## config.mk

```make
export PLATFORM = sky130hd
export DESIGN_NAME = instr_fetch_unit
export DESIGN_NICKNAME = d
export VERILOG_FILES = /design/src/rtl/instr_fetch_unit.sv
export SDC_FILE = /design/constraint.sdc
export NUM_CORES = 1
export LEC_CHECK = 0
export ABC_AREA = 1
export CAP_MARGIN = 30
export CORE_MARGIN = 8
export CORE_UTILIZATION = 45
export DETAILED_ROUTE_END_ITERATION = 6
export GPL_TIMING_DRIVEN = 0
export PLACE_DENSITY = 0.71
export SETUP_SLACK_MARGIN = 0.15
export SKIP_LAST_GASP = 1
export SYNTH_ARGS = -nofsm -noshare
export SYNTH_HDL_FRONTEND = slang
export SYNTH_SLANG_ARGS = --single-unit
export TNS_END_PERCENT = 1
```

## constraint.sdc

```tcl
create_clock -name clk -period 2.5 [get_ports clk]
set_input_delay 0.25 -clock clk [delete_from_list [all_inputs] [get_ports clk]]
set_output_delay 0.25 -clock clk [all_outputs]
set_load 0.05 [all_outputs]
```

## src/rtl/instr_fetch_unit.sv

```systemverilog
// Instruction fetch unit: 16-bit fetch PC, small {pc, instr} prefetch FIFO and IF/ID output register.
// Define PREFETCH_BUF_EN for a 2-entry prefetch FIFO; by default the FIFO has one entry.
module instr_fetch_unit #(
  parameter logic [15:0] RESET_PC = 16'h0000
) (
  input  logic        clk,
  input  logic        reset,
  output logic        imem_req,
  output logic [15:0] imem_addr,
  input  logic        imem_ack,
  input  logic [15:0] imem_rdata,
  input  logic        stall,
  input  logic        redirect,
  input  logic [15:0] redirect_pc,
  output logic [15:0] if_instr,
  output logic [15:0] if_pc,
  output logic        if_valid,
  output logic        halted
);

`ifdef PREFETCH_BUF_EN
  localparam int DEPTH = 2;
`else
  localparam int DEPTH = 1;
`endif

  localparam logic [15:0] HALT_INSTR = 16'hBF00;
  localparam logic [1:0]  DEPTH_CNT  = 2'(DEPTH);
  localparam logic        PTR_STEP   = (DEPTH == 2);

  typedef enum logic [1:0] {
    BOOT       = 2'd0,
    FETCH      = 2'd1,
    WAIT_SPACE = 2'd2,
    HALT       = 2'd3
  } state_t;

  state_t      state;
  state_t      state_next;
  logic [15:0] fetch_pc;
  logic [15:0] fifo_pc    [2];
  logic [15:0] fifo_instr [2];
  logic [1:0]  count;
  logic        rd_ptr;
  logic        wr_ptr;
  logic        transfer;
  logic        pop;
  logic        unused_redirect_lsb;

  // Memory handshake: a transfer happens on any rising edge where imem_req and
  // imem_ack are both high; imem_addr holds while a request waits for its ack,
  // and a redirect may drop imem_req at any time to abandon a pending request.
  assign imem_req  = (state == FETCH) && !redirect;
  assign imem_addr = fetch_pc;
  assign halted    = (state == HALT);
  assign transfer  = imem_req && imem_ack;
  assign pop       = !redirect && !stall && (count != 2'd0);

  assign unused_redirect_lsb = redirect_pc[0];

  always_ff @(posedge clk or posedge reset) begin
    if (reset) begin
      state <= BOOT;
    end else begin
      state <= state_next;
    end
  end

  always_comb begin
    state_next = state;
    if (redirect) begin
      state_next = FETCH;
    end else begin
      case (state)
        BOOT: state_next = FETCH;
        FETCH: begin
          if (transfer) begin
            if (imem_rdata == HALT_INSTR) begin
              state_next = HALT;
            end else if ((count + 2'd1 == DEPTH_CNT) && !pop) begin
              state_next = WAIT_SPACE;
            end
          end
        end
        WAIT_SPACE: begin
          if (count < DEPTH_CNT) begin
            state_next = FETCH;
          end
        end
        HALT: state_next = HALT;
        default: state_next = BOOT;
      endcase
    end
  end

  always_ff @(posedge clk or posedge reset) begin
    if (reset) begin
      fetch_pc <= RESET_PC;
    end else if (redirect) begin
      fetch_pc <= {redirect_pc[15:1], 1'b0};
    end else if (transfer) begin
      fetch_pc <= fetch_pc + 16'd2;
    end
  end

  // With a single entry both pointers stay at slot 0.
  always_ff @(posedge clk or posedge reset) begin
    if (reset) begin
      count         <= 2'd0;
      rd_ptr        <= 1'b0;
      wr_ptr        <= 1'b0;
      fifo_pc[0]    <= 16'h0000;
      fifo_pc[1]    <= 16'h0000;
      fifo_instr[0] <= 16'h0000;
      fifo_instr[1] <= 16'h0000;
    end else if (redirect) begin
      count  <= 2'd0;
      rd_ptr <= 1'b0;
      wr_ptr <= 1'b0;
    end else begin
      if (transfer) begin
        fifo_pc[wr_ptr]    <= fetch_pc;
        fifo_instr[wr_ptr] <= imem_rdata;
        wr_ptr             <= wr_ptr ^ PTR_STEP;
      end
      if (pop) begin
        rd_ptr <= rd_ptr ^ PTR_STEP;
      end
      case ({transfer, pop})
        2'b10:   count <= count + 2'd1;
        2'b01:   count <= count - 2'd1;
        default: count <= count;
      endcase
    end
  end

  // A bubble keeps if_pc so the decoder always sees the last real address.
  always_ff @(posedge clk or posedge reset) begin
    if (reset) begin
      if_instr <= HALT_INSTR;
      if_pc    <= RESET_PC;
      if_valid <= 1'b0;
    end else if (redirect) begin
      if_instr <= HALT_INSTR;
      if_valid <= 1'b0;
    end else if (!stall) begin
      if (count != 2'd0) begin
        if_instr <= fifo_instr[rd_ptr];
        if_pc    <= fifo_pc[rd_ptr];
        if_valid <= 1'b1;
      end else begin
        if_instr <= HALT_INSTR;
        if_valid <= 1'b0;
      end
    end
  end

endmodule

```

# Word level (Yosys, flattened, before mapping)
# Cells that the tools add are included.
op_classes:
  add_sub_neg: 3
  magnitude_cmp: 1
  muxes: 16
  bitwise: 2
  reduce_logical: 15
  n_eq_ne: 11
op_table:
  columns: ["cell", "count"]
  rows:
  - ["16-bit 2-to-1 mux", 5]
  - ["16-bit by 2-bit adder with 16-bit output, second input constant", 1]
  - ["16-bit equality test, second input constant", 1]
  - ["2-bit 2-to-1 mux", 6]
  - ["2-bit one-hot mux with 4 select lines", 1]
  - ["2-bit by 1-bit equality test with 1-bit output, second input constant", 3]
  - ["2-bit equality test, second input constant", 3]
  - ["3-bit inequality test, second input constant", 2]
  - ["3-bit AND reduction", 2]
  - ["1-bit logical AND", 5]
  - ["4-bit by 2-bit inequality test with 1-bit output, second input constant", 1]
  - ["2-bit one-hot mux with 2 select lines", 1]
  - ["2-bit nonzero test", 2]
  - ["1-bit zero test", 3]
  - ["1-bit 2-to-1 mux", 3]
  - ["3-bit nonzero test", 1]
  - ["2-bit by 1-bit adder with 2-bit output, second input constant", 1]
  - ["2-bit zero test", 1]
  - ["2-bit by 1-bit < comparator with 1-bit output, second input constant", 1]
  - ["2-bit by 1-bit inequality test with 1-bit output, second input constant", 1]
  - ["1-bit inverter", 2]
  - ["2-bit AND reduction", 1]
  - ["2-bit by 1-bit subtractor with 2-bit output, second input constant", 1]
totals:
  word_cells: 56
  regBits: 85
  input_bits: 37
  out_inout_bits: 51

# Depth between registers and ports, before layout
logic_depth:
  word_depth: 10
  mapped_depth: 11
  depth_no_buf: 10

# Worst setup path after synthesis
# OpenSTA, ideal clock, no wires.
synth_timing:
  path_type: "register -> register"
  from: "register fetch_pc[2] (netlist: imem_addr[2])"
  to: "register fetch_pc[9] (netlist: imem_addr[9])"
  path_stages_with_launch: 9
  required_time_ns: 2.377
  setup_slack_ns: 0.774
  t_arrival_ns: 1.604
  path_cell_list: "dfrtp_1 -> ha_1 -> nand2_1 -> nor2_1 -> nand4_1 -> inv_1 -> nand2_1 -> nand3_1 -> nand2_1"
synth_between:
  elab_chain_cells: 3
synth_lines:
  columns: ["item", "line_no", "source"]
  rows:
  - ["start: declaration", "40", "logic [15:0] fetch_pc;"]
  - ["start signal: assignment", "100", "fetch_pc <= {redirect_pc[15:1], 1'b0};"]
  - ["start signal: assignment", "102", "fetch_pc <= fetch_pc + 16'd2;"]
  - ["16-bit by 2-bit adder with 16-bit output", "102", null]
  - ["16-bit 2-to-1 mux", "101", "end else if (transfer) begin"]
  - ["16-bit 2-to-1 mux", "99", "end else if (redirect) begin"]
# No other way between the ends. The select of a mux whose other input is x is not followed.
# A chain may end at the register's enable or synchronous reset.

# Worst setup path in the final report
layout_timing:
  from: "register state[1]"
  to: "output imem_req"
layout_between:
  elab_chain_cells: 2
layout_lines:
  columns: ["item", "line_no", "source"]
  rows:
  - ["start: declaration", "38", "state_t state;"]
  - ["start signal: assignment", "65", "state <= state_next;"]
  - ["2-bit by 1-bit equality test with 1-bit output", "53", "assign imem_req = (state == FETCH) && !redirect;"]
  - ["1-bit logical AND", "53", null]
  - ["end: declaration", "8", "output logic imem_req,"]
# No other way between the ends.

==> reports/metrics.cfg <==
[sta]
rsz0062_at_grt=false
maxSlewViolCount=0
setup-violations-final=0
slew_headroom=0.6425
hold_viol=0
fmax_mhz=468.1
hold_ws_ns=0.2760
fin_crit_sh=0.8546
worstMarginPinSlew_ns=0.5362
fin_crit_ns=2.137
setup_slack_ns=0.3635
skew_ns=0.007376

[floorplanning]
row_count=33
core-area_sq_mm=0.008051
die_h_microns=106.2
pin_count=88
die_width_microns=106.2
start_util=0.4552
fp.dieArea_sq_mm=0.01129

[route]
viasPerCell=4.992
drt_iter0_drc=143
detail-route-antenna-nets=0
first_pass_iters=5
drc=0
wl_per_cell_microns=15.13
wl_microns=9773
num_vias=3225

[setup_path]
end_kind=primary output
slowest_stage=clkdlybuf4s50_1
critPathRequiredTime_ns=2.25
start_kind=register
arrival_ns=1.89
path_cells=inv_1 > nand2_1 > nor2_2 > clkdlybuf4s50_1
crit_path_max_incr_delay_ns=0.83
worst-path-max-fanout=3
path_class=register to primary output

[yosys]
synth_top_cell_by_area=dfrtp_1
syn_inst=439
synth-main-ff-cell=dfrtp_1
ys_types=32
avgSynthCellArea_sq_um=8.348
synth_area_leaders=dfrtp_1 (51%), nand2_1 (13%), o21ai_0 (6.7%)
synthArstFlopShare=1.000
yosysSeqAreaShare=0.5623
netlist_area_sq_mm=0.003665
synth-seq-cells=82
yosysWarnings=0
synth_edf_count=0
synth_top_area_share=0.5121

[placed_design]
dpl.hpwl_microns=7230
place.gp.congestion=0.8660
port_buffers=84
dpl_worst_slack_ns=0.4246
dpl_cell_area_sq_mm=0.004671

[global_routing]
antenna_found_initial=0
grtUsageTotal=0.1809
grt_pass1_vias=3407
use_met1=0.2327
busiest_layer=met2
use_met2=0.2936
met3_usage=0.04598
overflow=0
grt_first_pass_wirelength_microns=16540
grt_max_degree=47

[pwr]
power_density_mw_per_mm2=1094
power_leakage_nw=2.342
peakVddDrop_uv=589.6

[layout]
antennaDiodeCount=0
drive_gt1_frac=0.09427
fillers=736
fin_nets=575
final_cell_area_sq_mm=0.004905
area_delta_synth_final_pct=33.83

[status]
status=finished, final reports clean

[clocking]
clock_path_buffers=2
cts_sinks=82
clk_latency_ns=0.35
clock-root-buffer=clkbuf_8
numCtsBuffers=9
clkTransAtPathRegs_ns=0.08
htreeDepth=3
cts_tree=yes
postCtsResizedCells=0
post-cts-setup-buffers=0
cts_hold_buf=0

[run]
cap_violations=0

[hold_path]
hold_class=input pin to async pin

==> per-layer routing <==
layer	wire length [microns]	up-vias
met5	0	-
met4	118	0
met3	741	11
met2	4703	114
met1	4209	1527
li1	-	1573
==> Yosys cell counts, types with 4 or more instances <==
library cell and instances:
nor2_1 33, nand2_1 123, inv_1 59, o21ai_0 49, a22oi_1 5, buf_2 9, inv_2 4, nor2_2 4
a21oi_1 12, dfstp_2 7, nand3_1 24, buf_4 4, dfrtp_1 75
==> cells by family after synthesis <==
family / share of synthesized area
simple gates: 0.2195
compound gates: 0.1168
other cells: 0.001023
xor+xnor: 0.002390
flops: 0.5623
fa+ha+maj: 0.006827
buf+inv: 0.09115
==> path summary, 6_finish.rpt <==
check | to | slack, ns | from | depth (start not counted)
worst max-delay path | imem_req | 0.36 | state[1]$_DFFE_PP0P_ | 4
worst min-delay path | if_instr[1]$_DFFE_PP0P_ | 0.28 | reset | 2
worst max register to register | imem_addr[9]$_DFFE_PP0N_ | 0.85 | imem_addr[2]$_DFFE_PP0N_ | 8
worst min register to register | fifo_instr[31]$_DFFE_PP0P_ | 0.48 | fifo_instr[31]$_DFFE_PP0P_ | 2
max in group asynchronous | if_instr[13]$_DFFE_PP1P_ | 1.56 | reset | 3
min in group clk | imem_addr[1]$_DFFE_PP0N_ | 0.46 | redirect_pc[1] | 3
==> critical path, delay by kind of cell, from the launching register on <==
kind / cells / cell delay, ns
and+or+nand+nor: 2 / 0.23
DFF: 1 / 0.40
buffers and inverters: 2 / 0.92
==> through the flow <==
step                utilization  power, mW  setup TNS (ns)  std cells
finish                   0.6092      5.367               0        646
global route             0.6092      5.700               0        646
CTS                      0.6092      5.402               0        646
detailed placement       0.5801      4.291               0        630
global placement         0.5764      4.226          -85.07        629
floorplan                     -      3.505               0        440
==> sequential cells by signal (all words and copies together), names as in the netlist <==
name	flops
count	2
state	2
if_valid	1
if_pc	15
if_instr	16
fifo_pc	15
fifo_instr	16
imem_addr	15
==> layout by cell type, fill, tap and decap left out, types with 2 or more instances in the layout <==
master and instances:
dfstp_2 7, nor2_2 4, a21oi_1 12, a22oi_1 5, conb_1 2, clkdlybuf4s50_1 84
bufinv_16 2, buf_2 9, inv_1 58, nor3_1 3, nand2_1 123, o211ai_1 2
inv_6 2, nor2_1 33, o21ai_0 49, inv_2 4, a21boi_0 2, nand3_1 24
dfrtp_1 75, o21ai_1 3, nand4_1 3, buf_4 4, ha_1 2, clkbuf_1 3
clkbuf_8 11, o21a_1 2
==> power breakdown <==
group | switching [mW] | total, mW | internal, mW
Combinational | 1.47 | 2.19 | 0.719
Clock | 0.488 | 1.11 | 0.623
Sequential | 0.256 | 2.06 | 1.81
Total | 2.22 | 5.37 | 3.15
==> cell type report <==
class / count / area (sq um) / area share
multi-input combinational: 278 / 1274 / 0.2597
buffer: 17 / 97.59 / 0.01990
timing repair buffer: 85 / 868.3 / 0.1770
clock inverter: 5 / 82.58 / 0.01684
clock buffer: 11 / 151.4 / 0.03087
tap: 105 / 131.4 / 0.02679
sequential: 82 / 2061 / 0.4202
inverter: 63 / 239.0 / 0.04872
Power figures use the tool's default switching activity.
